File: src/rtl/hdmi_vtg_pattern.sv
// Video timing generator with built-in test patterns for a 16-bit YCbCr 4:2:2 bus.
// Two-stage output pipeline: counter decode/pattern, then output registers.
module hdmi_vtg_pattern #(
  parameter int H_ACTIVE = 1920,
  parameter int H_FP     = 88,
  parameter int H_SYNC   = 44,
  parameter int H_BP     = 148,
  parameter int V_ACTIVE = 1080,
  parameter int V_FP     = 4,
  parameter int V_SYNC   = 5,
  parameter int V_BP     = 36,
  parameter int HS_POL   = 1,
  parameter int VS_POL   = 1,
  parameter int BOX_SIZE = 128,
  parameter int CW       = 12
) (
  input  logic        sys2_clk,
  input  logic        sys2_rstn,
  input  logic        en,
  input  logic [3:0]  mode,
  input  logic [7:0]  solid_y,
  input  logic [7:0]  solid_c,
  output logic        vid_de,
  output logic        vid_hs,
  output logic        vid_vs,
  output logic [15:0] vid_data,
  output logic        vid_sof,
  output logic [15:0] frame_cnt,
  output logic        running
);

  localparam int H_TOTAL = H_ACTIVE + H_FP + H_SYNC + H_BP;
  localparam int V_TOTAL = V_ACTIVE + V_FP + V_SYNC + V_BP;
  localparam int BAR_W   = H_ACTIVE / 8;

  localparam logic [CW-1:0] H_LAST = CW'(H_TOTAL - 1);
  localparam logic [CW-1:0] V_LAST = CW'(V_TOTAL - 1);
  localparam logic [CW-1:0] X_LIM  = CW'(H_ACTIVE - BOX_SIZE);
  localparam logic [CW-1:0] Y_LIM  = CW'(V_ACTIVE - BOX_SIZE);

  // Decode thresholds are one bit wider so sync windows ending at the total still fit
  localparam logic [CW:0] H_ACT    = (CW+1)'(H_ACTIVE);
  localparam logic [CW:0] V_ACT    = (CW+1)'(V_ACTIVE);
  localparam logic [CW:0] HS_START = (CW+1)'(H_ACTIVE + H_FP);
  localparam logic [CW:0] HS_END   = (CW+1)'(H_ACTIVE + H_FP + H_SYNC);
  localparam logic [CW:0] VS_START = (CW+1)'(V_ACTIVE + V_FP);
  localparam logic [CW:0] VS_END   = (CW+1)'(V_ACTIVE + V_FP + V_SYNC);
  localparam logic [CW:0] BOX_W    = (CW+1)'(BOX_SIZE);

  localparam logic HS_ACT = (HS_POL != 0);
  localparam logic VS_ACT = (VS_POL != 0);

  typedef enum logic {IDLE, RUN} state_t;

  state_t        state, state_nxt;
  logic [CW-1:0] hcnt, vcnt;
  logic [CW-1:0] bx, by;
  logic          dx, dy;
  logic [3:0]    mode_l;
  logic [7:0]    sy_l, sc_l;

  logic          run_px, first_px, wrap;
  logic [CW:0]   hx, vx, bxx, byx;
  logic          active, hs_on, vs_on, in_box;
  logic [3:0]    cur_mode;
  logic [7:0]    cur_sy, cur_sc;
  logic [2:0]    bar;
  logic [7:0]    y_val, c_val;

  logic          s1_de, s1_hs, s1_vs, s1_sof;
  logic [15:0]   s1_data;

  assign run_px   = (state == RUN);
  assign first_px = run_px && (hcnt == '0) && (vcnt == '0);
  assign wrap     = run_px && (hcnt == H_LAST) && (vcnt == V_LAST);
  assign running  = run_px;

  always_ff @(posedge sys2_clk or negedge sys2_rstn) begin
    if (!sys2_rstn) state <= IDLE;
    else            state <= state_nxt;
  end

  // Stopping is only allowed at the frame wrap so a frame is never cut short
  always_comb begin
    state_nxt = state;
    case (state)
      IDLE:    if (en) state_nxt = RUN;
      RUN:     if (wrap && !en) state_nxt = IDLE;
      default: state_nxt = IDLE;
    endcase
  end

  always_ff @(posedge sys2_clk or negedge sys2_rstn) begin
    if (!sys2_rstn) begin
      hcnt <= '0;
      vcnt <= '0;
    end else if (!run_px) begin
      hcnt <= '0;
      vcnt <= '0;
    end else if (hcnt == H_LAST) begin
      hcnt <= '0;
      vcnt <= (vcnt == V_LAST) ? '0 : vcnt + CW'(1);
    end else begin
      hcnt <= hcnt + CW'(1);
    end
  end

  // Per-frame state: frame count, box position, and latched pattern settings
  always_ff @(posedge sys2_clk or negedge sys2_rstn) begin
    if (!sys2_rstn) begin
      frame_cnt <= '0;
      bx        <= '0;
      by        <= '0;
      dx        <= 1'b1;
      dy        <= 1'b1;
      mode_l    <= '0;
      sy_l      <= '0;
      sc_l      <= '0;
    end else begin
      if (first_px) begin
        mode_l <= mode;
        sy_l   <= solid_y;
        sc_l   <= solid_c;
      end
      if (wrap) begin
        frame_cnt <= frame_cnt + 16'd1;
        if (dx) begin
          bx <= bx + CW'(1);
          if (bx + CW'(1) == X_LIM) dx <= 1'b0;
        end else begin
          bx <= bx - CW'(1);
          if (bx == CW'(1)) dx <= 1'b1;
        end
        if (dy) begin
          by <= by + CW'(1);
          if (by + CW'(1) == Y_LIM) dy <= 1'b0;
        end else begin
          by <= by - CW'(1);
          if (by == CW'(1)) dy <= 1'b1;
        end
      end
    end
  end

  assign hx     = {1'b0, hcnt};
  assign vx     = {1'b0, vcnt};
  assign bxx    = {1'b0, bx};
  assign byx    = {1'b0, by};
  assign active = (hx < H_ACT) && (vx < V_ACT);
  assign hs_on  = (hx >= HS_START) && (hx < HS_END);
  assign vs_on  = (vx >= VS_START) && (vx < VS_END);
  assign in_box = (hx >= bxx) && (hx < bxx + BOX_W) && (vx >= byx) && (vx < byx + BOX_W);

  // Pixel (0,0) uses the live inputs since the latch only updates on that same cycle
  assign cur_mode = first_px ? mode    : mode_l;
  assign cur_sy   = first_px ? solid_y : sy_l;
  assign cur_sc   = first_px ? solid_c : sc_l;

  always_comb begin
    bar = '0;
    for (int j = 1; j < 8; j++) begin
      if (hx >= (CW+1)'(j * BAR_W)) bar = 3'(j);
    end
  end

  always_comb begin
    y_val = 8'h10;
    c_val = 8'h80;
    case (cur_mode)
      4'd0: y_val = hcnt[7:0];
      4'd1: y_val = vcnt[7:0];
      4'd2: y_val = {bar, 5'b0};
      4'd3: y_val = (hcnt[5] ^ vcnt[5]) ? 8'hEB : 8'h10;
      4'd4: y_val = in_box ? frame_cnt[7:0] : hcnt[7:0];
      4'd5: begin
        y_val = cur_sy;
        c_val = cur_sc;
      end
      default: y_val = 8'h10;
    endcase
  end

  always_ff @(posedge sys2_clk or negedge sys2_rstn) begin
    if (!sys2_rstn) begin
      s1_de   <= 1'b0;
      s1_hs   <= ~HS_ACT;
      s1_vs   <= ~VS_ACT;
      s1_sof  <= 1'b0;
      s1_data <= '0;
    end else begin
      s1_de   <= run_px && active;
      s1_hs   <= (run_px && hs_on) ? HS_ACT : ~HS_ACT;
      s1_vs   <= (run_px && vs_on) ? VS_ACT : ~VS_ACT;
      s1_sof  <= first_px;
      s1_data <= (run_px && active) ? {c_val, y_val} : 16'h0000;
    end
  end

  always_ff @(posedge sys2_clk or negedge sys2_rstn) begin
    if (!sys2_rstn) begin
      vid_de   <= 1'b0;
      vid_hs   <= ~HS_ACT;
      vid_vs   <= ~VS_ACT;
      vid_sof  <= 1'b0;
      vid_data <= '0;
    end else begin
      vid_de   <= s1_de;
      vid_hs   <= s1_hs;
      vid_vs   <= s1_vs;
      vid_sof  <= s1_sof;
      vid_data <= s1_data;
    end
  end

endmodule

File: config.mk
export PLATFORM = sky130hd
export DESIGN_NAME = hdmi_vtg_pattern
export DESIGN_NICKNAME = d
export VERILOG_FILES = /design/src/rtl/hdmi_vtg_pattern.sv
export SDC_FILE = /design/constraint.sdc
export NUM_CORES = 1
export LEC_CHECK = 0
export CAP_MARGIN = 20
export CORE_MARGIN = 5
export CORE_UTILIZATION = 45
export CTS_CLUSTER_SIZE = 20
export DETAILED_ROUTE_END_ITERATION = 16
export GPL_TIMING_DRIVEN = 0
export MAX_ROUTING_LAYER = met4
export SYNTH_ARGS = -nofsm -noshare
export SYNTH_HDL_FRONTEND = slang
export SYNTH_SLANG_ARGS = --single-unit
export TNS_END_PERCENT = 30
File: constraint.sdc
create_clock -name sys2_clk -period 2.92 [get_ports sys2_clk]
set_clock_uncertainty 0.05 [all_clocks]
set_input_delay 0.584 -clock sys2_clk [delete_from_list [all_inputs] [get_ports sys2_clk]]
set_output_delay 0.584 -clock sys2_clk [all_outputs]
set_load 0.005 [all_outputs]
# == After elaboration in Yosys (flattened, before gate mapping) ==
# Index checks and enable logic that the tools add are counted.
# word_totals
register_bits,127
inputBits,23
output_inout_bits,37
wordCells,112
# classes
n_addsub,9
magnitude_cmp,17
eq_ne,12
muxes,33
bitwise_logic,2
reduce_logical,18
# ops
op,count
2-to-1 mux 12 bit,7
"greater-or-equal comparator 12 x 11 -> 1 bit, second input constant",5
"adder 12 x 1 -> 12 bit, second input constant",4
one-hot mux 8 bit (6 select lines),1
2-to-1 mux 8 bit,5
"less-than comparator 12 x 11 -> 1 bit, second input constant",3
"adder 12 x 8 -> 13 bit, second input constant",2
less-than comparator 12 x 13 -> 1 bit,2
"== test 12 x 1 -> 1 bit, second input constant",2
"== test 12 x 11 -> 1 bit, second input constant",2
"greater-or-equal comparator 12 x 10 -> 1 bit, second input constant",2
greater-or-equal comparator 12 bit,2
zero test 12 bit,2
"subtractor 12 x 1 -> 12 bit, second input constant",2
2-to-1 mux 3 bit,6
"adder 16 x 1 -> 16 bit, second input constant",1
2-to-1 mux 16 bit,1
logical AND 1 bit,14
"== test 12 x 10 -> 1 bit, second input constant",1
"== test 12 bit, second input constant",1
"greater-or-equal comparator 12 x 8 -> 1 bit, second input constant",1
"greater-or-equal comparator 12 x 9 -> 1 bit, second input constant",1
"less-than comparator 12 bit, second input constant",1
2-to-1 mux 1 bit,11
10 further kinds,12

# == Longest topological paths before layout ==
# Gate-level depths: netlist of run 1.
# depth
ltp_word,10
ltp_mapped,11
mapped_depth_nobuf,11

# == Worst setup path after synthesis of run 1 ==
# No wires, ideal clock.
# synth_timing
kind,register to register
startpoint,reg bx[7]
endpoint,reg s1_data[6]
setup_time_ns,0.134
arrival_time_ns,2.397
required_ns,2.736
setup_slack_ns,0.339
stages_incl_launch_ff,12
path_buffers,0
synth_period_minus_slack_ns,2.581
path_cell_list,dfrtp_1 ha_1 nand3_1 xnor2_1 ha_1 a21oi_1 a32o_1 o21ai_0 a211oi_1 nand4_1 mux2i_1 o22ai_1
# synth_via
elab_chain_cells,8
word_cells_on_any_way,9
cone_classes,1 x add/sub; 2 x order compare; 3 x mux; 3 x reduce/logical
# synth_rtl
item,line,text
"start, declared",57,"logic [CW-1:0] bx, by;"
"start signal, assigned",128,bx <= bx + CW'(1);
"start signal, assigned",131,bx <= bx - CW'(1);
adder 12 x 8 -> 13 bit,152,assign in_box = (hx >= bxx) && (hx < bxx + BOX_W) && (vx >= byx) && (vx < byx + BOX_W);
less-than comparator 12 x 13 -> 1 bit,152,
logical AND 1 bit * (3 in a row),152,
2-to-1 mux 8 bit *,174,4'd4: y_val = in_box ? frame_cnt[7:0] : hcnt[7:0];
one-hot mux 8 bit (6 select lines) *,169,case (cur_mode)
2-to-1 mux 16 bit *,195,"s1_data <= (run_px && active) ? {c_val, y_val} : 16'h0000;"
"end signal, assigned",195,
"end, declared",71,logic [15:0] s1_data;
# Every way passes the cells marked *; elsewhere a longest branch is shown, timed or not.
# A chain may end at the register's enable or synchronous reset.

# == Worst setup path in the final report of run 1 ==
# layout_timing
startpoint,reg hcnt[0]
endpoint,reg s1_data[1]
# layout_via
elab_chain_cells,7
word_cells_on_any_way,22
cone_classes,3 x order compare; 5 x eq/ne; 5 x mux; 9 x reduce/logical
# layout_rtl
item,line,text
"start, declared",56,"logic [CW-1:0] hcnt, vcnt;"
"start signal, assigned",104,hcnt <= hcnt + CW'(1);
zero test 12 bit *,74,assign first_px = run_px && (hcnt == '0) && (vcnt == '0);
logical AND 1 bit * (2 in a row),74,
via first_px,62,"logic run_px, first_px, wrap;"
2-to-1 mux 4 bit,n/a,
== test 4 x 3 -> 1 bit (tied with other cells),169,
one-hot mux 8 bit (6 select lines) *,169,
2-to-1 mux 16 bit *,195,
# The timed path passes the listed nets; every way through them passes the cells marked *.

==> results of run 1 <==
## worst min-delay path by stage
stage / cells after the start / start / slack [ns] / to
global placement: 0 / s1_hs / 0.28 / vid_hs
CTS: 0 / s1_data[4] / 0.30 / vid_data[4]
finish: 0 / s1_data[4] / 0.30 / vid_data[4]
floorplan: 0 / sys2_rstn / 0.24 / bx[0]
detailed placement: 0 / s1_data[10] / 0.29 / vid_data[10]
global route: 0 / s1_data[1] / 0.30 / vid_data[1]
## per-layer routing
metal / global-route usage [%] / part of all wire [%] / vias to the layer above
met2: 32.4 / 47 / 181
met4: 8.29 / 2.8 / 0
met5: - / 0 / -
li1: - / - / 3025
met3: 3.60 / 4.2 / 35
met1: 25.8 / 46 / 3083
## power groups by stage
stage	Combinational (W)	Sequential (W)	Clock, W
floorplan	0.00103	0.00217	0
global placement	0.00147	0.00221	0
detailed placement	0.00150	0.00222	0
CTS	0.00155	0.00219	0.00214
global route	0.00174	0.00225	0.00222
finish	0.00157	0.00221	0.00210
## logic make-up after synthesis
family          synth area share (%)
flops                           42.3
compound gates                  13.7
xor+xnor                        6.87
simple gates                    20.7
fa+ha+maj                       8.78
mux                             3.97
buf+inv                         3.71
## flip-flops by register name, summed over array words and instances (netlist names), 4 cells and up
name and count:
vcnt 12, bx 12, sy_l 8, s1_data 16, mode_l 4, vid_data 16
sc_l 8, frame_cnt 16, hcnt 12, by 12
## placed cells by master, fill, tap and decap left out, types with 5 or more instances in the layout
cell type | netlist | layout
sky130_fd_sc_hd__a21oi_1 | 44 | 43
sky130_fd_sc_hd__a31oi_1 | 14 | 14
sky130_fd_sc_hd__and2_1 | 7 | 7
sky130_fd_sc_hd__and3_1 | 16 | 16
sky130_fd_sc_hd__and4_1 | 5 | 5
sky130_fd_sc_hd__buf_2 | 4 | 6
sky130_fd_sc_hd__clkbuf_1 | 24 | 18
sky130_fd_sc_hd__clkbuf_16 | 0 | 17
sky130_fd_sc_hd__clkdlybuf4s50_1 | 0 | 58
sky130_fd_sc_hd__dfrtp_1 | 125 | 121
sky130_fd_sc_hd__ha_1 | 52 | 51
sky130_fd_sc_hd__inv_1 | 39 | 39
sky130_fd_sc_hd__mux2_2 | 11 | 11
sky130_fd_sc_hd__mux2i_1 | 16 | 15
sky130_fd_sc_hd__nand2_1 | 82 | 82
sky130_fd_sc_hd__nand2b_1 | 13 | 13
sky130_fd_sc_hd__nand3_1 | 37 | 36
sky130_fd_sc_hd__nand4_1 | 16 | 16
sky130_fd_sc_hd__nor2_1 | 63 | 63
sky130_fd_sc_hd__nor2b_1 | 16 | 16
sky130_fd_sc_hd__nor3_1 | 14 | 13
sky130_fd_sc_hd__nor4_1 | 10 | 9
sky130_fd_sc_hd__o211ai_1 | 6 | 6
sky130_fd_sc_hd__o21ai_0 | 45 | 43
sky130_fd_sc_hd__o22ai_1 | 8 | 8
sky130_fd_sc_hd__o31ai_1 | 8 | 8
sky130_fd_sc_hd__or3_1 | 5 | 5
sky130_fd_sc_hd__xnor2_1 | 47 | 47
sky130_fd_sc_hd__xor2_1 | 12 | 12
## what timing repair did
item | in CTS | in global routing
setup buffers | 1 | 3
resized for setup | 8 | 17
endpoints found under the hold margin | 26 | 0
pin swaps | 1 | 1
hold buffers | 1 | 0
endpoints found under the setup margin | 9 | 17
cloned | 0 | 0
## through the flow
stage | area (µm²) | power [W] | setup slack, ns
final | 9110 | 0.00588 | 0.0922
after global routing | 9110 | 0.00620 | -0.113
after CTS | 9060 | 0.00588 | 0.00638
after detailed placement | 8430 | 0.00372 | -0.173
after global placement | 8390 | 0.00368 | -3.72
after floorplan | 7520 | 0.00320 | 0.339
## layout make-up
class / count / area (µm²) / share of cell area, %
flip-flops and latches: 127 / 3190 / 35.0
clock buffers: 17 / 425 / 4.67
well taps: 220 / 275 / 3.02
multi-input cells: 606 / 4120 / 45.2
repair buffers: 66 / 671 / 7.36
clock inverters: 14 / 158 / 1.73
inverters: 40 / 150 / 1.65
plain buffers: 28 / 123 / 1.35
==> Implementation_results.wiki, run 1 <==
{| class="wikitable"
! Metric !! Value
|-
| Capturing instance or port of the critical path || s1_data[1]
|-
| Maximum number of pins on one net before global-route repair || 102
|-
| Crit Path Class || reg2reg
|-
| Max Freq || 354 MHz
|-
| Max-capacitance violation count || 0
|-
| Clock-pin slew on the worst setup and hold paths || 0.06 ns
|-
| Worst-case register-to-register setup slack || 0.09 ns
|-
| Die outline area || 19400 µm²
|-
| Reg power frac || 37.6%
|-
| Path category of the worst min-delay check || reg2reg
|-
| YS warnings || 0
|-
| Endpoints failing setup || 0
|-
| Core Region || 16500 µm²
|-
| RSZ-0062 raised after global routing || true
|-
| Clock Sink Count || 127
|-
| Average via count per standard cell || 5.66
|-
| Worst r2r src || hcnt[0]
|-
| Number of enable-type register cells in the synthesized netlist || 0
|-
| Weighted congestion reported at the end of routability-driven placement || 0.915
|-
| Total of fill cells in the finished design || 1447
|-
| Critical-path cell with the highest stage delay || sky130_fd_sc_hd__dfrtp_1
|-
| Layout Utilization || 55.3%
|-
| Gate power share || 26.8%
|-
| Worst Max-Slew Pin Slew || 0.782 ns
|-
| Wire length of the first global-routing pass || 31500 µm
|-
| Worst Reg2Reg Path Length in Cells || 10
|-
| Critical path, cell by cell || inv_1 > ha_1 > nor4b_1 > nand3_1 > nor3_4 > mux2i_4 > buf_4 > nand2_1 > a222oi_1 > o22ai_1
|-
| Ratio of cells with drive above 1 in the final layout || 9.69%
|-
| Number of placed I/O pins || 60
|-
| CTS root buf || sky130_fd_sc_hd__clkbuf_16
|-
| Chip Width || 139 µm
|-
| Setup TNS || 0 ns
|-
| Critical Path Max Stage Delay || 0.46 ns
|-
| Clock period minus worst slack || 2.83 ns
|-
| Internal power of the cells || 0.00399 W
|-
| Cell count after synthesis || 804
|-
| Height of the chip || 139 µm
|-
| Hold violation count in the final report || 0
|-
| Mean Syn Cell Area || 9.36 µm²
|-
| Cell types with the largest area share after synthesis || sky130_fd_sc_hd__dfrtp_1 (42%), sky130_fd_sc_hd__ha_1 (8.6%), sky130_fd_sc_hd__xnor2_1 (5.5%), sky130_fd_sc_hd__nand2_1 (4.1%), sky130_fd_sc_hd__nor2_1 (3.1%)
|-
| Number of core rows || 47
|-
| Crit path depth || 10
|-
| Number of distinct library cells after synthesis || 66
|-
| Power density of the placed cells || 646 nW/µm²
|-
| Area of the mapped netlist || 7520 µm²
|-
| Fraction of the cycle the final worst path needs || 96.8%
|-
| Maximum ir drop on the vdd rail || 0.417 mV
|-
| Sequential element share of the synthesized area || 42.3%
|-
| Static leakage || 4.01 nW
|-
| Worst EP arrival || 3.05 ns
|-
| Detailed Place HPWL || 13900 µm
|-
| Reg2Reg Capture Point || s1_data[1]
|-
| Ranking of synthesized cells by instance count || sky130_fd_sc_hd__dfrtp_1 (125), sky130_fd_sc_hd__nand2_1 (82), sky130_fd_sc_hd__nor2_1 (63), sky130_fd_sc_hd__ha_1 (52), sky130_fd_sc_hd__xnor2_1 (47)
|-
| Status || finished, final reports clean
|-
| DRT Wirelength || 19000 µm
|-
| Number of antenna violations at the first check in global routing || 0
|-
| Input/output buffers || 59
|-
| Switching component of the power || 0.00189 W
|-
| Global-route total usage across every layer || 20.3%
|-
| Origin of the worst setup path || hcnt[0]
|-
| Clock power frac || 35.6%
|-
| Register bit total from synthesis || 127
|-
| Category of the worst setup path launch point || register
|-
| DRC || 0
|-
| Starting DRT DRC Count || 470
|-
| Via count of the first global-routing pass || 6366
|-
| Starting density of the core || 45.7%
|-
| 1st-pass router iterations || 6
|-
| Top_reg_cell synth || sky130_fd_sc_hd__dfrtp_1
|-
| Clock Latency Late Sink || 0.41 ns
|-
| Final std cells w/o fill || 1118
|-
| Antenna-violating nets left || 0
|-
| Vias after detailed routing || 6324
|-
| Share of synthesized registers carrying an async set or reset || 100%
|-
| Kind of cell with the highest combined delay on the critical path || simple AND/OR/NAND/NOR gates
|-
| Clock tree from TritonCTS || done
|-
| Post-layout net count || 961
|-
| Growth of design area from synthesis to finish || 21.1%
|-
| Critical path fanouts, max || 6
|-
| Number of diodes added for antenna fixing || 0
|-
| Net count after synthesis || 879
|-
| Critical Path RT || 3.14 ns
|-
| Num CTS Buffers || 17
|-
| Number of buffers and inverters on the critical path || 2
|-
| Routed wire length per instance || 17.0 µm
|-
| Grt ovf || 0
|-
| Post-route worst hold slack || 0.296 ns
|-
| Most repeated cell in the gate-level netlist after synthesis || sky130_fd_sc_hd__dfrtp_1
|-
| Portion of synthesized cell area occupied by the leading cell type || 41.6%
|-
| H-tree levels || 4
|-
| Clock tree buffer depth || 2
|-
| Pins Over Slew Limit || 0
|-
| Dominant cell type by area after synthesis || sky130_fd_sc_hd__dfrtp_1
|-
| Total instance count after detailed placement || 1085
|-
| Worst relative slew slack || 47.4%
|-
| CP endpoint kind || register
|-
| Switching share of total power || 32.1%
|}
Power figures use the tool's default switching activity.
==> run 2: changes to the inputs <==
CORE_UTILIZATION = 27   (was 45)
==> run 2 against run 1 <==
Critical path depth fell by 2. Utilization fell by 22 points. Cell count rose by 14%. Register-to-register slack got worse by 0.06 ns. Clock power barely moved. Critical path type unchanged. Die area rose by 61%. First-iteration DRC count rose by 2.8%. Largest power group unchanged. Power fell by 0.13%.
==> Implementation_results.wiki, run 2 (same netlist as run 1, synthesis figures left out) <==
{| class="wikitable"
! Metric !! Value
|-
| Critical Path Max Stage Delay || 0.47 ns (about the same)
|-
| Kind of cell with the highest combined delay on the critical path || simple AND/OR/NAND/NOR gates
|-
| Clock-pin slew on the worst setup and hold paths || 0.06 ns (about the same)
|-
| Number of buffers and inverters on the critical path || 1 (-1)
|-
| Critical Path RT || 3.15 ns (about the same)
|-
| Maximum ir drop on the vdd rail || 0.435 mV (+4.4%)
|-
| Worst Max-Slew Pin Slew || 0.774 ns (-0.00796 ns)
|-
| Layout Utilization || 33.7% (-22 points)
|-
| Number of antenna violations at the first check in global routing || 0 (unchanged)
|-
| Origin of the worst setup path || hcnt[10]
|-
| Ratio of cells with drive above 1 in the final layout || 9.80% (+0.11 points)
|-
| Via count of the first global-routing pass || 6076 (-4.6%)
|-
| Global-route total usage across every layer || 12.8% (-7.5 points)
|-
| Fraction of the cycle the final worst path needs || 99.0% (+2.2 points)
|-
| Post-layout net count || 960 (-0.10%)
|-
| Tot Pwr || 0.00587 W (-0.13%)
|-
| Placed Area || 8630 µm² (+2.3%)
|-
| Input/output buffers || 59 (unchanged)
|-
| Core Region || 27600 µm² (+68%)
|-
| Vias after detailed routing || 6146 (-2.8%)
|-
| Met2 routed wirelength || 8610 µm (-3.2%)
|-
| Number of core rows || 61 (+30%)
|-
| Total of fill cells in the finished design || 2867 (+98%)
|-
| CP endpoint kind || register
|-
| Antenna-violating nets left || 0 (unchanged)
|-
| Most frequent cells in the layout || sky130_fd_sc_hd__dfrtp_1 (121), sky130_fd_sc_hd__nand2_1 (82), sky130_fd_sc_hd__nor2_1 (63), sky130_fd_sc_hd__clkdlybuf4s50_1 (58), sky130_fd_sc_hd__ha_1 (51)
|-
| Path category of the worst min-delay check || in2async
|-
| Total routed wire length on the met1 layer || 8910 µm (+1.9%)
|-
| CTS root buf || sky130_fd_sc_hd__clkbuf_16
|-
| Post-route worst hold slack || 0.0404 ns (-0.255 ns)
|-
| Met3 WL || 1080 µm (+35%)
|-
| Number of placed I/O pins || 60 (unchanged)
|-
| Worst relative slew slack || 47.9% (+0.54 points)
|-
| Register cell area after layout || 3190 µm² (unchanged)
|-
| Crit Path Class || reg2reg
|-
| DRC || 0 (unchanged)
|-
| Num CTS Buffers || 17 (unchanged)
|-
| Most common cell after layout, fill and taps aside || sky130_fd_sc_hd__dfrtp_1
|-
| Height of the chip || 177 µm (+27%)
|-
| Hold violation count in the final report || 0 (unchanged)
|-
| Average via count per standard cell || 4.82 (-15%)
|-
| Power density of the placed cells || 631 nW/µm² (-2.2%)
|-
| Status || finished, final reports clean
|-
| RSZ-0062 raised after global routing || true
|-
| Clock Sink Count || 127 (unchanged)
|-
| Grt ovf || 0 (unchanged)
|-
| Weighted congestion reported at the end of routability-driven placement || 0.900 (-1.6%)
|-
| Number of diodes added for antenna fixing || 0 (unchanged)
|-
| Hold bufs inserted after CTS || 0 (-1)
|-
| Starting density of the core || 27.2% (-18 points)
|-
| Final design area excluding fillers || 9310 µm² (+2.2%)
|-
| Static leakage || 4.03 nW (+0.54%)
|-
| Max Freq || 346 MHz (-2.2%)
|-
| Endpoints failing setup || 0 (unchanged)
|-
| Clock Latency Late Sink || 0.42 ns (about the same)
|-
| Chip Width || 177 µm (+27%)
|-
| Highest routed metal layer || met4
|-
| Worst EP arrival || 3.12 ns (+0.07 ns)
|-
| Critical-path cell with the highest stage delay || sky130_fd_sc_hd__a222oi_1
|-
| Die outline area || 31300 µm² (+61%)
|-
| Clock tree from TritonCTS || done
|-
| DRT Wirelength || 18900 µm (-0.40%)
|-
| Pins Over Slew Limit || 0 (unchanged)
|-
| Maximum number of pins on one net before global-route repair || 83 (-19%)
|-
| Routed wire length per instance || 14.8 µm (-13%)
|-
| H-tree levels || 4 (unchanged)
|-
| Category of the worst setup path launch point || register
|-
| Worst r2r src || hcnt[10]
|-
| Max-capacitance violation count || 0 (unchanged)
|-
| Clock tree buffer depth || 2 (unchanged)
|-
| Multi-input combinational cell area || 4130 µm² (+0.12%)
|-
| Critical path, cell by cell || buf_2 > nor4_4 > nand3_2 > nor3_4 > mux2i_4 > nand2_1 > a222oi_1 > o22ai_1
|-
| Growth of design area from synthesis to finish || 23.7%
|-
| Wire length of the first global-routing pass || 31400 µm (-0.20%)
|-
| Clock period minus worst slack || 2.89 ns (+0.0637 ns)
|-
| 1st-pass router iterations || 7 (+1)
|-
| Critical path fanouts, max || 10 (+4)
|-
| Largest registers || frame_cnt (16), s1_data (16), vid_data (16)
|-
| Detailed Place HPWL || 13800 µm (-1.4%)
|-
| Starting DRT DRC Count || 483 (+2.8%)
|}
-- run 2: worst reg2reg max path, cell delays in order, from the launching register on --
cell	delay, ns
sky130_fd_sc_hd__dfrtp_1	0.40
sky130_fd_sc_hd__buf_2	0.20
sky130_fd_sc_hd__nor4_4	0.37
sky130_fd_sc_hd__nand3_2	0.24
sky130_fd_sc_hd__nor3_4	0.34
sky130_fd_sc_hd__mux2i_4	0.39
sky130_fd_sc_hd__nand2_1	0.13
sky130_fd_sc_hd__a222oi_1	0.47
sky130_fd_sc_hd__o22ai_1	0.15
-- run 2: layer usage --
| metal | up-vias | global-route usage, % |
|---|---|---|
| li1 | 3038 | - |
| met1 | 2924 | 16.7 |
| met2 | 160 | 19.6 |
| met3 | 24 | 3.25 |
| met4 | 0 | 4.00 |
| met5 | - | - |
-- run 2: final timing paths --
check	endpoint	slack, ns	cells after the start
worst max-delay path	s1_data[0]	0.03	8
worst min-delay path	vid_data[10]	0.04	1
worst max register to register	s1_data[0]	0.03	8
worst min register to register	vid_data[8]	0.29	0
max in group asynchronous	dx	2.00	2
min in group sys2_clk	vid_data[8]	0.29	0
-- run 2: cell type report --
| type | instances | share of cell area [%] |
|---|---|---|
| multi-input combinational | 606 | 44.3 |
| buffer | 28 | 1.33 |
| inverter | 40 | 1.61 |
| clock inverter | 14 | 1.68 |
| clock buffer | 18 | 4.61 |
| sequential | 127 | 34.2 |
| tap | 378 | 5.08 |
| timing repair buffer | 65 | 7.10 |
-- run 2: what timing repair did --
item,CTS,global route
pin swaps,1,1
endpoints found under the hold margin,0,0
setup buffers,1,3
setup endpoints to repair,11,26
resized for setup,6,22
-- run 2: metrics by stage --
step           setup slack (ns)  TNS [ns]  cells
4_1_cts                  -0.106    -0.183   1276
6_report                 0.0285         0   1276
5_1_grt                 -0.0477    -0.214   1276
3_3_place_gp              -3.94   -499.68   1241
2_1_floorplan             0.339         0    804
3_5_place_dp             -0.281     -1.90   1243
-- run 2: report_power, final --
group	switching (W)	internal (W)	total, W
Clock	0.000847	0.00127	0.00212
Sequential	0.000170	0.00204	0.00221
Combinational	0.000862	0.000685	0.00155
==> run 3: changes to the inputs <==
CTS_CLUSTER_DIAMETER = 100   (was not set)
SETUP_SLACK_MARGIN = 0.4   (was not set)
==> run 3 against run 2 <==
Setup slack gained 0.32 ns. Wire length is 6.1% higher. Clock power is 12% higher. Maximum frequency increased by 13%. Combinational power increased by 21%. Die area did not move. Critical path type unchanged. Critical endpoint is now s1_data[6]. Highest routed layer unchanged.
==> Implementation_results.wiki, run 3 (same netlist as run 1, synthesis figures left out) <==
{| class="wikitable"
! Metric !! Value
|-
| Final std cells w/o fill || 1313 (+2.9%)
|-
| Hold violation count in the final report || 0 (unchanged)
|-
| Multi-input combinational cell area || 4380 µm² (+6.2%)
|-
| Critical Path Max Stage Delay || 0.39 ns (-0.08 ns)
|-
| H-tree levels || 4 (unchanged)
|-
| Clock tree buffer depth || 2 (unchanged)
|-
| Placed Area || 8640 µm² (+0.17%)
|-
| Core Region || 27600 µm² (unchanged)
|-
| Total of fill cells in the finished design || 2763 (-3.6%)
|-
| Clock-pin slew on the worst setup and hold paths || 0.06 ns (about the same)
|-
| Status || finished, final reports clean
|-
| RSZ-0062 raised after global routing || true
|-
| Worst Max-Slew Pin Slew || 0.547 ns (-0.227 ns)
|-
| Clock period minus worst slack || 2.57 ns (-0.323 ns)
|-
| Most common cell after layout, fill and taps aside || sky130_fd_sc_hd__dfrtp_1
|-
| Endpoints failing setup || 0 (unchanged)
|-
| Number of diodes added for antenna fixing || 0 (unchanged)
|-
| Largest registers || frame_cnt (16), s1_data (16), vid_data (16)
|-
| Ratio of cells with drive above 1 in the final layout || 18.0% (+8.2 points)
|-
| Input/output buffers || 59 (unchanged)
|-
| Vias after detailed routing || 6463 (+5.2%)
|-
| Final design area excluding fillers || 10000 µm² (+7.4%)
|-
| Total instance count after detailed placement || 1243 (unchanged)
|-
| Worst setup slack after placement || -0.166 ns (+0.116 ns)
|-
| Category of the worst setup path launch point || register
|-
| Final critical-path setup slack || 0.352 ns (+0.323 ns)
|-
| Number of antenna violations at the first check in global routing || 0 (unchanged)
|-
| Max-capacitance violation count || 0 (unchanged)
|-
| Detailed Place HPWL || 14100 µm (+2.4%)
|-
| Antenna-violating nets left || 0 (unchanged)
|-
| Chip Width || 177 µm (unchanged)
|-
| Clock tree from TritonCTS || done
|-
| Grt ovf || 0 (unchanged)
|-
| Critical-path cell with the highest stage delay || sky130_fd_sc_hd__dfrtp_1
|-
| Starting DRT DRC Count || 419 (-13%)
|-
| Fraction of the cycle the final worst path needs || 87.9% (-11 points)
|-
| DRT Wirelength || 20000 µm (+6.1%)
|-
| Power density of the placed cells || 644 nW/µm² (+2.0%)
|-
| Global-route total usage across every layer || 13.3% (+0.52 points)
|-
| Wire length of the first global-routing pass || 32700 µm (+4.2%)
|-
| Clock Latency Late Sink || 0.42 ns (about the same)
|-
| Maximum ir drop on the vdd rail || 0.467 mV (+7.3%)
|-
| Number of placed I/O pins || 60 (unchanged)
|-
| Crit Path Class || reg2reg
|-
| Critical path fanouts, max || 8 (-2)
|-
| Weighted congestion reported at the end of routability-driven placement || 0.903 (+0.31%)
|-
| Critical path, cell by cell || buf_6 > nor4_4 > and3_4 > nand2_8 > mux2_4 > o311a_4 > a2111oi_4 > o22ai_2
|-
| Pins Over Slew Limit || 0 (unchanged)
|-
| Starting density of the core || 27.2% (unchanged)
|-
| Hold bufs inserted after CTS || 0 (unchanged)
|-
| Worst relative slew slack || 63.5% (+16 points)
|-
| Setup TNS || 0 ns (unchanged)
|-
| Clock Sink Count || 127 (unchanged)
|-
| Average via count per standard cell || 4.92 (+2.2%)
|-
| Die outline area || 31300 µm² (unchanged)
|-
| Critical Path RT || 3.16 ns (about the same)
|-
| Height of the chip || 177 µm (unchanged)
|-
| Number of core rows || 61 (unchanged)
|-
| Max Freq || 389 MHz (+13%)
|-
| Worst-case register-to-register setup slack || 0.35 ns (+0.32 ns)
|-
| Post-route worst hold slack || 0.0541 ns (+0.0137 ns)
|-
| Post-layout net count || 998 (+4.0%)
|-
| CTS root buf || sky130_fd_sc_hd__clkbuf_16
|-
| Maximum number of pins on one net before global-route repair || 79 (-4.8%)
|-
| Via count of the first global-routing pass || 6313 (+3.9%)
|-
| Path category of the worst min-delay check || in2async
|-
| Growth of design area from synthesis to finish || 32.9%
|-
| CP endpoint kind || register
|-
| 1st-pass router iterations || 5 (-2)
|-
| Most frequent cells in the layout || sky130_fd_sc_hd__dfrtp_1 (115), sky130_fd_sc_hd__nand2_1 (82), sky130_fd_sc_hd__nor2_1 (62), sky130_fd_sc_hd__clkdlybuf4s50_1 (58), sky130_fd_sc_hd__ha_1 (50)
|-
| Routed wire length per instance || 15.3 µm (+3.1%)
|-
| Num CTS Buffers || 17 (unchanged)
|-
| DRC || 0 (unchanged)
|-
| Register cell area after layout || 3190 µm² (+0.24%)
|-
| Static leakage || 4.33 nW (+7.2%)
|-
| Worst EP arrival || 2.81 ns (-0.31 ns)
|}
## run 3: area by class of cell
cell class | count | share of cell area, %
plain buffers | 31 | 2.03
clock buffers | 17 | 4.26
clock inverters | 14 | 2.32
inverters | 40 | 1.50
multi-input cells | 606 | 43.8
flip-flops and latches | 127 | 31.9
well taps | 378 | 4.73
repair buffers | 100 | 9.40
## run 3: routing by layer
layer  routed length [µm]  track usage, %  up-vias
li1                     -               -     3118
met1                 9050            17.1     3095
met2                 9320            20.5      201
met3                 1100            2.84       49
met4                  571            5.38        0
met5                    0               -        -
## run 3: report_power, final
| group | switching [W] | internal (W) |
|---|---|---|
| Sequential | 0.000147 | 0.00204 |
| Clock | 0.000850 | 0.00153 |
| Combinational | 0.000984 | 0.000888 |
## run 3: metrics by stage
| stage | power (W) | utilization, % |
|---|---|---|
| 6_report | 0.00644 | 36.2 |
| 5_1_grt | 0.00677 | 36.2 |
| 4_1_cts | 0.00636 | 35.3 |
| 3_5_place_dp | 0.00369 | 31.3 |
| 3_3_place_gp | 0.00366 | 31.1 |
| 2_1_floorplan | 0.00320 | - |
## run 3: path summary, 6_finish.rpt
| path | from | endpoint | cells past startpoint |
|---|---|---|---|
| setup / recovery | hcnt[9] | s1_data[6] | 8 |
| hold / removal | sys2_rstn | vid_data[10] | 1 |
| setup reg to reg | hcnt[9] | s1_data[6] | 8 |
| hold reg to reg | s1_data[8] | vid_data[8] | 0 |
| max in group asynchronous | sys2_rstn | bx[8] | 2 |
| min in group sys2_clk | s1_data[8] | vid_data[8] | 0 |
## run 3: timing repair
action	CTS	global route
gates resized for setup	73	35
pin swaps	30	20
cloned	0	0
setup endpoints to repair	41	28
setup buffers	28	11
## run 3: critical path, delay by kind of cell, from the launching register on
kind            cells  cell delay (ns)
simple gates        3             0.73
buf+inv             1             0.14
compound gates      3             0.79
mux                 1             0.34
flops               1             0.39
==> variant, RTL diff (flow settings as in run 3) <==
One comparison of `vcnt` changes from == to >=.
--- a/src/rtl/hdmi_vtg_pattern.sv
+++ b/src/rtl/hdmi_vtg_pattern.sv
@@ -72,7 +72,7 @@
 
   assign run_px   = (state == RUN);
   assign first_px = run_px && (hcnt == '0) && (vcnt == '0);
-  assign wrap     = run_px && (hcnt == H_LAST) && (vcnt == V_LAST);
+  assign wrap     = run_px && (hcnt == H_LAST) && (vcnt >= V_LAST);
   assign running  = run_px;
 
   always_ff @(posedge sys2_clk or negedge sys2_rstn) begin
Function: same outputs for any inputs over 10 cycles, from zero or initial values and one cycle with sys2_rstn low; that may be too few to reach the edited logic, so the function may still have changed.
==> variant against run 3 <==
  * Total power fell by 5.3%
  * Final area fell by 1.5%
  * First-iteration DRC count fell by 7.2%
  * Synthesized area rose by 1.1%
  * Wire length barely moved
  * Sequential cell count did not move
  * Worst setup slack got worse by 8.2 ps
  * Critical endpoint is now s1_data[5]$_DFF_PN0_
  * Largest cell class unchanged
  * Highest routed layer unchanged
==> variant: results (changes against run 3) <==
status finished clean; Net Sw Frac 0.331 (+0.0231); vias in the first global route 6238 (-1.2%); CP max FO 5 (-3); first-pass GRT wire length 33000 µm (+0.74%); placed cells 1238 (-0.40%); DRT met1 WL 9830 µm (+8.6%); synth top area cells dfrtp_1, ha_1, xnor2_1; Finished Layout Cells 1300 (-0.99%); wire length on met3 720 µm (-35%); Post-synth top cells dfrtp_1, nand2_1, xnor2_1; Arr. time, crit path 2790 ps (-20 ps); via/cell ratio 4.87 (-1.0%); Syn Inst Count 800 (-0.50%); Wirelength per Cell 15.4 µm (+0.97%); pre-CTS setup slack -90.3 ps (+75.6 ps); fillers 2821 (+2.1%); DP HPWL 14000 µm (-0.77%); Tightest Pin Transition 728 ps (+181 ps); Initial DRC Count 389 (-7.2%); Seq/Total Area, Yosys 0.418 (-0.00466); Max IR drop VDD 512 µV (+9.7%); post-synth cell types 73 (+11%); total track usage 0.133 (about the same); worst hold path type primary input to async pin; RePlAce Congestion 0.862 (-4.6%); largest net degree at the start of global routing 75 (-5.1%); met2 wire len 9200 µm (-1.3%); Nets 984 (-1.4%); Syn Nets 875 (-0.46%); clk_lat worst skew 430 ps
variant: critical path, stage by stage, from the launching register on:
cell and delay, ps:
dfrtp_2 470, and3_4 220, xnor2_1 120, ha_1 300, a21oi_2 120, nor2b_1 70
a2111oi_2 210, a31o_2 230, and4_4 270, mux2i_2 220, a41oi_2 140
variant: worst paths after layout:
check / start / to / slack (ps) / cells after the start
min in group sys2_clk: s1_data[9]$_DFF_PN0_ / vid_data[9]$_DFF_PN0_ / 290 / 0
max in group asynchronous: sys2_rstn / sy_l[5]$_DFF_PN0_ / 1930 / 2
worst max register to register: bx[7]$_DFFE_PN0P_ / s1_data[5]$_DFF_PN0_ / 340 / 10
worst min register to register: s1_data[9]$_DFF_PN0_ / vid_data[9]$_DFF_PN0_ / 290 / 0
worst min-delay path: sys2_rstn / by[5]$_DFFE_PN0P_ / 130 / 1
worst max-delay path: bx[7]$_DFFE_PN0P_ / s1_data[5]$_DFF_PN0_ / 340 / 10
variant: logic make-up after synthesis:
group / synth area share
AO/OA/AOI/OAI: 0.137
XOR/XNOR: 0.0714
adder cells (fa/ha/maj): 0.0855
buffers and inverters: 0.0465
flip-flops: 0.418
multiplexers: 0.0288
AND/OR/NAND/NOR: 0.212
variant: layer usage:
| metal | up-vias | global-route usage |
|---|---|---|
| li1 | 3062 | - |
| met1 | 3076 | 0.186 |
| met2 | 170 | 0.201 |
| met3 | 25 | 0.0207 |
| met4 | 0 | 0.0383 |
| met5 | - | - |
variant: timing repair:
| item | 4_1_cts | 5_1_grt |
|---|---|---|
| gates cloned | 0 | 0 |
| setup buffers | 21 | 9 |
| gates resized for setup | 54 | 36 |
| pin swaps | 19 | 14 |
| endpoints found under the setup margin | 45 | 80 |
variant: metrics by stage:
step                area [µm²]  setup TNS (ps)
finish                    9840               0
detailed placement        8720            -331
CTS                       9690               0
global route              9840               0
floorplan                 7630               0
global placement          8690         -512740
variant: power groups by stage:
| stage | Combinational, mW | Clock [mW] | Sequential (mW) |
|---|---|---|---|
| after floorplan | 0.998 | 0 | 2.21 |
| after global placement | 1.45 | 0 | 2.26 |
| after detailed placement | 1.47 | 0 | 2.26 |
| after CTS | 1.69 | 2.16 | 2.23 |
| after global routing | 1.92 | 2.23 | 2.28 |
| final | 1.75 | 2.11 | 2.23 |
variant: cell type report:
| class | count | area [µm²] | area share |
|---|---|---|---|
| inverter | 42 | 168 | 0.0170 |
| multi-input combinational | 593 | 4360 | 0.443 |
| clock buffer | 17 | 425 | 0.0432 |
| tap | 378 | 473 | 0.0480 |
| clock inverter | 15 | 151 | 0.0154 |
| sequential | 127 | 3190 | 0.324 |
| buffer | 38 | 225 | 0.0229 |
| timing repair buffer | 90 | 852 | 0.0866 |
